## config.mk

```make
export PLATFORM = sky130hd
export DESIGN_NAME = sweep_sequencer
export DESIGN_NICKNAME = d
export VERILOG_FILES = /design/src/rtl/sweep_sequencer_pkg.sv /design/src/rtl/sweep_sequencer_counter.sv /design/src/rtl/sweep_sequencer.sv
export SDC_FILE = /design/constraint.sdc
export NUM_CORES = 1
export LEC_CHECK = 0
export ABC_AREA = 1
export ABC_CLOCK_PERIOD_IN_PS = 2800
export CAP_MARGIN = 10
export CORE_MARGIN = 2
export CORE_UTILIZATION = 55
export DETAILED_ROUTE_END_ITERATION = 10
export HOLD_SLACK_MARGIN = 0.02
export PLACE_DENSITY = 0.87
export SETUP_SLACK_MARGIN = 0.1
export SLEW_MARGIN = 5
export SYNTH_ARGS = -nofsm -noshare
export SYNTH_HDL_FRONTEND = slang
export SYNTH_SLANG_ARGS = --single-unit
```

## constraint.sdc

```tcl
create_clock -name clk -period 2.8 [get_ports clk]
set_clock_uncertainty 0.15 [all_clocks]
set_input_delay 0.42 -clock clk [delete_from_list [all_inputs] [get_ports clk]]
set_output_delay 0.42 -clock clk [all_outputs]
set_load 0.02 [all_outputs]
```

## src/rtl/sweep_sequencer_pkg.sv

```systemverilog
// Shared definitions for the sweep sequencer and its triangle-count consumers:
// default count/bound width, default sweep-request width and the FSM state encoding.
package sweep_sequencer_pkg;

  // Default width of the count value and of the lo/hi bounds
  localparam int unsigned SS_WIDTH = 3;
  // Default width of the sweep-count request (max sweeps = 2^SS_CNT_W-1)
  localparam int unsigned SS_CNT_W = 4;

  // Sequencer state encoding
  typedef enum logic [1:0] {
    ST_IDLE = 2'd0,
    ST_UP   = 2'd1,
    ST_DOWN = 2'd2,
    ST_FIN  = 2'd3
  } state_e;

endpackage : sweep_sequencer_pkg

```

## src/rtl/sweep_sequencer_counter.sv

```systemverilog
// bounded_updown_counter: loadable up/down counter. The bounds are enforced by
// the controller, which never steps the count past hi or below lo, so the
// arithmetic here can never wrap.
//
// Ports:
//   clk      - clock, all updates on posedge
//   rst      - synchronous active-high reset, count returns to 0
//   load     - load load_val (has priority over en)
//   load_val - value loaded when load is high
//   en       - step the count by one in the direction given by up
//   up       - 1 = increment, 0 = decrement
//   count    - current count (registered)
module bounded_updown_counter
  import sweep_sequencer_pkg::*;
#(
  parameter int unsigned WIDTH = SS_WIDTH
) (
  input  logic             clk,
  input  logic             rst,
  input  logic             load,
  input  logic [WIDTH-1:0] load_val,
  input  logic             en,
  input  logic             up,
  output logic [WIDTH-1:0] count
);

  logic [WIDTH-1:0] r_count;

  // Count register: reset, load, then step
  always_ff @(posedge clk) begin
    if (rst) begin
      r_count <= '0;
    end else if (load) begin
      r_count <= load_val;
    end else if (en) begin
      if (up) begin
        r_count <= r_count + WIDTH'(1);
      end else begin
        r_count <= r_count - WIDTH'(1);
      end
    end
  end

  assign count = r_count;

endmodule : bounded_updown_counter

```

## src/rtl/sweep_sequencer.sv

```systemverilog
// sweep_sequencer: runs a bounded triangle count lo->hi->lo for a programmed
// number of sweeps, with start/done handshaking and a hold input.
//
// Ports:
//   clk      - clock, all updates on posedge
//   rst      - synchronous active-high reset
//   start    - one-cycle request, only accepted in IDLE
//   lo, hi   - sweep bounds (unsigned), latched on an accepted start
//   n_sweeps - number of full lo->hi->lo sweeps, latched on an accepted start
//   hold     - freezes sequencing while high in UP/DOWN
//   count    - current counter value
//   dir      - 1 = counting up or not sweeping, 0 = counting down
//   busy     - high while sweeping (UP/DOWN)
//   done     - one-cycle pulse on completion or on a rejected configuration
module sweep_sequencer
  import sweep_sequencer_pkg::*;
#(
  parameter int unsigned WIDTH = SS_WIDTH,
  parameter int unsigned CNT_W = SS_CNT_W
) (
  input  logic             clk,
  input  logic             rst,
  input  logic             start,
  input  logic [WIDTH-1:0] lo,
  input  logic [WIDTH-1:0] hi,
  input  logic [CNT_W-1:0] n_sweeps,
  input  logic             hold,
  output logic [WIDTH-1:0] count,
  output logic             dir,
  output logic             busy,
  output logic             done
);

  state_e           r_state;
  state_e           w_next_state;

  logic [WIDTH-1:0] r_lo;
  logic [WIDTH-1:0] r_hi;
  logic [CNT_W-1:0] r_n;
  logic [CNT_W-1:0] r_sweep;

  logic             r_busy;
  logic             r_done;
  logic             r_dir;

  logic [WIDTH-1:0] w_count;
  logic             w_load;
  logic [WIDTH-1:0] w_load_val;
  logic             w_en;
  logic             w_up;
  logic             w_cfg_latch;
  logic             w_sweep_clr;
  logic             w_sweep_inc;

  logic             w_cfg_reject;
  logic             w_at_hi;
  logic             w_at_lo;
  logic             w_last_sweep;

  // Compare logic against the live request and the latched configuration
  assign w_cfg_reject = (hi <= lo) || (n_sweeps == '0);
  assign w_at_hi      = (w_count == r_hi);
  assign w_at_lo      = (w_count == r_lo);
  assign w_last_sweep = ((r_sweep + CNT_W'(1)) == r_n);

  // State register
  always_ff @(posedge clk) begin
    if (rst) begin
      r_state <= ST_IDLE;
    end else begin
      r_state <= w_next_state;
    end
  end

  // Next-state and counter control
  always_comb begin
    w_next_state = r_state;
    w_load       = 1'b0;
    w_load_val   = r_lo;
    w_en         = 1'b0;
    w_up         = 1'b1;
    w_cfg_latch  = 1'b0;
    w_sweep_clr  = 1'b0;
    w_sweep_inc  = 1'b0;

    case (r_state)
      ST_IDLE: begin
        if (start) begin
          w_cfg_latch = 1'b1;
          if (w_cfg_reject) begin
            // Count is left untouched on a rejected configuration
            w_next_state = ST_FIN;
          end else begin
            w_load       = 1'b1;
            w_load_val   = lo;
            w_sweep_clr  = 1'b1;
            w_next_state = ST_UP;
          end
        end
      end

      ST_UP: begin
        if (!hold) begin
          w_en = 1'b1;
          if (w_at_hi) begin
            // Peak shown for one cycle, then turn around immediately
            w_up         = 1'b0;
            w_next_state = ST_DOWN;
          end else begin
            w_up = 1'b1;
          end
        end
      end

      ST_DOWN: begin
        if (!hold) begin
          if (!w_at_lo) begin
            w_en = 1'b1;
            w_up = 1'b0;
          end else if (w_last_sweep) begin
            w_next_state = ST_FIN;
          end else begin
            // Trough shown for one cycle: reload lo+1 (lo<hi, so no wrap)
            w_sweep_inc  = 1'b1;
            w_load       = 1'b1;
            w_load_val   = r_lo + WIDTH'(1);
            w_next_state = ST_UP;
          end
        end
      end

      ST_FIN: begin
        w_next_state = ST_IDLE;
      end

      default: begin
        w_next_state = ST_IDLE;
      end
    endcase
  end

  // Latched configuration and sweep counter
  always_ff @(posedge clk) begin
    if (rst) begin
      r_lo    <= '0;
      r_hi    <= '0;
      r_n     <= '0;
      r_sweep <= '0;
    end else begin
      if (w_cfg_latch) begin
        r_lo <= lo;
        r_hi <= hi;
        r_n  <= n_sweeps;
      end
      if (w_sweep_clr) begin
        r_sweep <= '0;
      end else if (w_sweep_inc) begin
        r_sweep <= r_sweep + CNT_W'(1);
      end
    end
  end

  // Status outputs registered from the next state so they align with count
  always_ff @(posedge clk) begin
    if (rst) begin
      r_busy <= 1'b0;
      r_done <= 1'b0;
      r_dir  <= 1'b1;
    end else begin
      r_busy <= (w_next_state == ST_UP) || (w_next_state == ST_DOWN);
      r_done <= (w_next_state == ST_FIN);
      r_dir  <= (w_next_state != ST_DOWN);
    end
  end

  bounded_updown_counter #(
    .WIDTH (WIDTH)
  ) u_counter (
    .clk      (clk),
    .rst      (rst),
    .load     (w_load),
    .load_val (w_load_val),
    .en       (w_en),
    .up       (w_up),
    .count    (w_count)
  );

  assign count = w_count;
  assign busy  = r_busy;
  assign done  = r_done;
  assign dir   = r_dir;

endmodule : sweep_sequencer

```

==> After elaboration in Yosys (flattened, before gate mapping) <==
Index checks and enable logic that the tools add are counted.
{ "classes": {"add_sub_neg": 4, "mul": 0, "div_mod_pow": 0, "order_cmp": 1, "n_eq_ne": 10, "shifts": 0, "muxes": 36, "bitwise_logic": 0, "n_reduce_logical": 6} }
{ "op_table": {"columns": ["op", "count"], "rows": [
  ["$mux W3", 8],
  ["$mux W1", 16],
  ["$mux W2", 7],
  ["$eq A2 B2 Y1 const B", 4],
  ["$pmux W2 S4", 1],
  ["$add A3 B1 Y3 const B", 2],
  ["$eq A3 B3 Y1", 2],
  ["$pmux W1 S2", 3],
  ["$pmux W3 S2", 1],
  ["$add A4 B1 Y4 const B", 1],
  ["$eq A2 B1 Y1 const B", 2],
  ["$eq A4 B4 Y1", 1],
  ["$logic_not A4 Y1", 1],
  ["$le A3 B3 Y1", 1],
  ["$sub A3 B1 Y3 const B", 1],
  ["$logic_not A2 Y1", 1],
  ["$logic_or A1 B1 Y1", 2],
  ["$ne A2 B2 Y1 const B", 1],
  ["$reduce_bool A2 Y1", 1],
  ["$reduce_or A2 Y1", 1]
]} }
{ "totals": {"regBits": 22, "latch_bits": 0, "ramBits": 0, "romBits": 0, "in_bits": 14, "memories": 0} }

==> Logic depth before layout (Yosys ltp) <==
{ "depth": {"depth_word": 8, "depth_mapped": 17, "ltp_nobuf": 17} }

==> Hierarchy <==
A second synthesis with hierarchy kept.
{ "hier_totals": {"cells_unflattened": 214, "hier_area_um2": 1437.6} }
{ "by_module_without_submodules": {"columns": ["module", "n_inst", "cells_each", "area_each_um2", "seq_area_each_um2"], "rows": [
  ["sweep_sequencer", 1, 183, 1241.2, 380.4],
  ["bounded_updown_counter", 1, 31, 196.4, 60.1]
]} }

==> Worst setup path before layout <==
No wires, ideal clock.
{ "synth_timing": {"path_kind": "register -> register", "startpoint": "reg r_state[1]", "endpoint": "reg u_counter.r_count[2] (netlist: u_counter.count[2])", "setup_time_ps": 130, "arrival_time_ps": 2022, "t_required_ps": 2520, "path_slack_ps": 498, "stages_incl_launch_ff": 17, "n_path_buf": 0, "cell_sequence": "dfxtp_1 -> inv_1 -> ha_1 -> inv_1 -> nor2_1 -> inv_1 -> nor2_1 -> nand2_2 -> nand2_1 -> inv_1 -> fa_1 -> xor2_1 -> nand3_1 -> nand3_1 -> nand2_1 -> nand2_1 -> a21oi_2"} }
{ "synth_between": {"elab_chain_len": 5, "elab_cells_between_ends": 11, "cone_classes": "eq/ne: 2; mux: 7; reduce/logical: 2"} }
{ "synth_rtl": {"columns": ["element", "line_no", "rtl"], "rows": [
  ["start: declaration", "sweep_sequencer.sv:34", "state_e r_state;"],
  ["start signal: assignment", "sweep_sequencer.sv:71", "r_state <= w_next_state;"],
  ["$eq A2 B2 Y1 / $eq A2 B1 Y1 (equally long branches)", "sweep_sequencer.sv:86", "case (r_state)"],
  ["$pmux W1 S2", "sweep_sequencer.sv:86", null],
  ["$mux W3", "sweep_sequencer_counter.sv:36", "if (up) begin"],
  ["$mux W3", "sweep_sequencer_counter.sv:35", "end else if (en) begin"],
  ["$mux W3", "sweep_sequencer_counter.sv:33", "end else if (load) begin"],
  ["end signal: assignment", "sweep_sequencer_counter.sv:34", "r_count <= load_val;"],
  ["end signal: assignment", "sweep_sequencer_counter.sv:37", "r_count <= r_count + WIDTH'(1);"],
  ["end signal: assignment", "sweep_sequencer_counter.sv:39", "r_count <= r_count - WIDTH'(1);"],
  ["end: declaration", "sweep_sequencer_counter.sv:27", "logic [WIDTH-1:0] r_count;"]
]} }
Parallel ways exist; a longest one is shown, timed or not. The select of a mux whose other input is x is not followed.
A chain may end at the register's enable or synchronous reset.

==> Worst setup path in the final report <==
{ "layout_timing": {"startpoint": "reg r_state[0]", "endpoint": "reg u_counter.r_count[2] (netlist: u_counter.count[2])"} }
Same word-level chain as after synthesis.

==> impl_metrics.yaml <==
finish:
  area_delta_synth_final_pct: 16.44
  drive_gt1_frac: 0.1285
  nets: 275
  post-route-util: 0.6677
  diodes: 0
  stdcell_area_sq_um: 1826
critical_path:
  worstSetupPathType: "flop to flop"
  crit_start: "r_state[0]"
  r2r_start: "r_state[0]"
  critPathCaptureType: "flop"
  crit_path_max_fanout: 8
  worst-r2r-cell-count: 15
  worst_ep_arrival_time_ns: 2.55
  worstPathRequired_ns: 2.91
  crit_end: "u_counter.count[2]"
  r2r_end: "u_counter.count[2]"
  start_kind: "flop"
  r2r_slack_ns: 0.36
detailed_routing:
  wl_um: 3049
  drtAntennaViolNets: 0
  drc: 0
  drt_iter0_drc: 43
  viasPerCell: 5.157
  first_pass_iters: 4
  dr_total_vias: 1444
  avgRoutedWirePerCell_um: 10.89
floorplan:
  start_util: 0.5735
  die_area_sq_um: 3294
  rows: 19
  dieHeight_um: 57.39
  io_pins: 20
  core_area_sq_um: 2734
  die_w_um: 57.39
global_routing:
  grt_max_degree: 17
  track_usage: 0.2105
  grt_overflow_total: 0
  antenna_found_initial: 0
  grt_pass1_vias: 1338
  grt_pass1_wl_um: 5520
clocking:
  h-tree-depth: 1
  hold_buffers: 0
  clk_path_buf_depth: 2
  cts_tree: "done"
  clock_sinks: 22
  clkTransAtPathRegs_ns: 0.13
  insertion_delay_ns: 0.31
  numCtsBuffers: 3
  cts_root_buf: "clkbuf_4"
yosys:
  synth_xor_area_frac: 0.03751
  synth_top_family_by_area: "simple AND/OR/NAND/NOR gates"
  synth_top_area_frac: 0.2809
  synth_compound_area_frac: 0.1732
  syn_area_per_cell_sq_um: 6.846
  ys_seq_elements: 22
  netlist_area_sq_um: 1568
  netlist-cell-type-count: 30
  yosysTopAreaCell: "dfxtp_1"
  synth.area.mux_share: 0
  synth_simple_gate_area_share: 0.2961
  yosysWarnings: 0
  synth_fa_ha_area_frac: 0.09258
  synthCells: 229
  yosysSeqAreaShare: 0.2809
  synthTopCellsByArea: "dfxtp_1, nand2_1, inv_1"
  syn_nets: 254
power_and_ir_drop:
  powerDensity_nw_per_um2: 587.1
  vdd_drop_max_mv: 0.4163
  power.leakage_uw: 0.0008365
timing:
  fmax_mhz: 409.4
  worst_slew_pin_slew_ns: 0.3828
  finalSetupViolations: 0
  tns_ns: 0
  period_minus_slack_ns: 2.442
  rsz0062_at_grt: "false"
  maxSlewViolCount: 0
  relSlewSlack: 0.7440
  final_min_period_over_clock_period: 0.8723
  hold_viol_final: 0
status:
  outcome: "completed"
place:
  place_congestion: 0.8596
  dp_hpwl_um: 2481
  placed_area_sq_um: 1788
  port_buffers: 19
flow_run:
  maxCapViolCount: 0
worst_hold_path:
  min_path_type: "flop to flop"
## worst min path at each step
stage	start	to	slack (ns)	cells after the start
floorplan	r_n[0]	r_n[0]	0.29	2
detailed placement	r_n[2]	r_n[2]	0.31	2
global placement	r_n[2]	r_n[2]	0.31	2
finish	r_n[2]	r_n[2]	0.33	2
global route	r_n[2]	r_n[2]	0.37	2
CTS	r_n[2]	r_n[2]	0.33	2
## registers in the layout, indices dropped and copies added (netlist names)
register         count
r_sweep              4
r_hi                 3
busy                 1
r_lo                 3
dir                  1
done                 1
r_n                  4
u_counter.count      3
r_state              2
## layout make-up
type                       instances  area [sq um]
clock buffer                       4         36.28
fill                             229         908.4
inverter                          45         171.4
multi-input combinational        158         939.7
sequential                        22         441.7
tap                               31         38.79
timing repair buffer              20         197.7
## synthesized netlist by cell type, drive strengths merged
cell type  number
clkbuf          2
dfxtp          22
o211ai          1
xor2            3
inv            45
fa              1
buf             2
a21oi          21
nand4           3
nand2          57
ha             10
a211oi          2
xnor2           2
o21ai          21
nor2           16
nand3          19
o221ai          1
and2            1
## kinds of logic after synthesis
family / count (synthesis)
AOI/OAI and AO/OA: 46
xor gates and xnor gates: 5
adders and majority gates: 11
buffers and inverters: 49
DFF: 22
and+or+nand+nor: 96
## per-layer routing
| layer | track usage | vias up | routed length [um] |
|---|---|---|---|
| li1 | - | 772 | - |
| met4 | 0.07309 | 0 | 63 |
| met5 | 0 | - | 0 |
| met2 | 0.3604 | 22 | 1440 |
| met3 | 0.02494 | 7 | 89 |
| met1 | 0.2725 | 643 | 1455 |
## critical path, stage by stage, from the launching register on
cell     delay (ns)
dfxtp_1        0.35
inv_1          0.10
ha_1           0.37
inv_1          0.10
nor2_1         0.13
nand2_2        0.09
nand2_1        0.09
inv_1          0.05
fa_1           0.37
xor2_1         0.18
inv_1          0.06
nand2_1        0.06
nand3_1        0.06
nand2_1        0.06
nand2_1        0.06
a21oi_2        0.10
## through the flow
step	cells	total power (uW)	worst slack [ns]	hold slack (ns)
after floorplan	229	766.9	0.4979	0.2937
after global placement	276	884.9	0.2190	0.3078
after detailed placement	276	895.5	0.1721	0.3139
after CTS	280	1077	0.3144	0.3325
after global routing	280	1153	0.1052	0.3720
final	280	1072	0.3576	0.3290
## where the power goes
group | switching [uW] | internal (uW) | total [uW]
clock network | 104 | 79.4 | 183
logic | 283 | 196 | 478
registers | 47.3 | 363 | 410
total | 434 | 638 | 1070
## placed cells by master, fill, tap and decap left out, types with 2 or more instances in the layout
cell,instances
nand2_4,2
nand3_2,2
nand2_1,51
nor2_1,13
clkbuf_4,3
xnor2_2,2
inv_2,5
nand4_1,3
o21ai_0,15
nand2_2,4
a211oi_1,2
o21ai_1,3
a21oi_1,18
a21oi_2,3
xor2_1,3
o21ai_2,2
inv_1,39
ha_1,10
nand3_1,16
clkdlybuf4s50_1,19
nor2_4,3
dfxtp_1,21
## what timing repair did
action | 4_1_cts | 5_1_grt
endpoints found under the setup margin | 0 | 1
resized for setup | 0 | 1
buffers inserted | 0 | 0
Power figures use the tool's default switching activity.
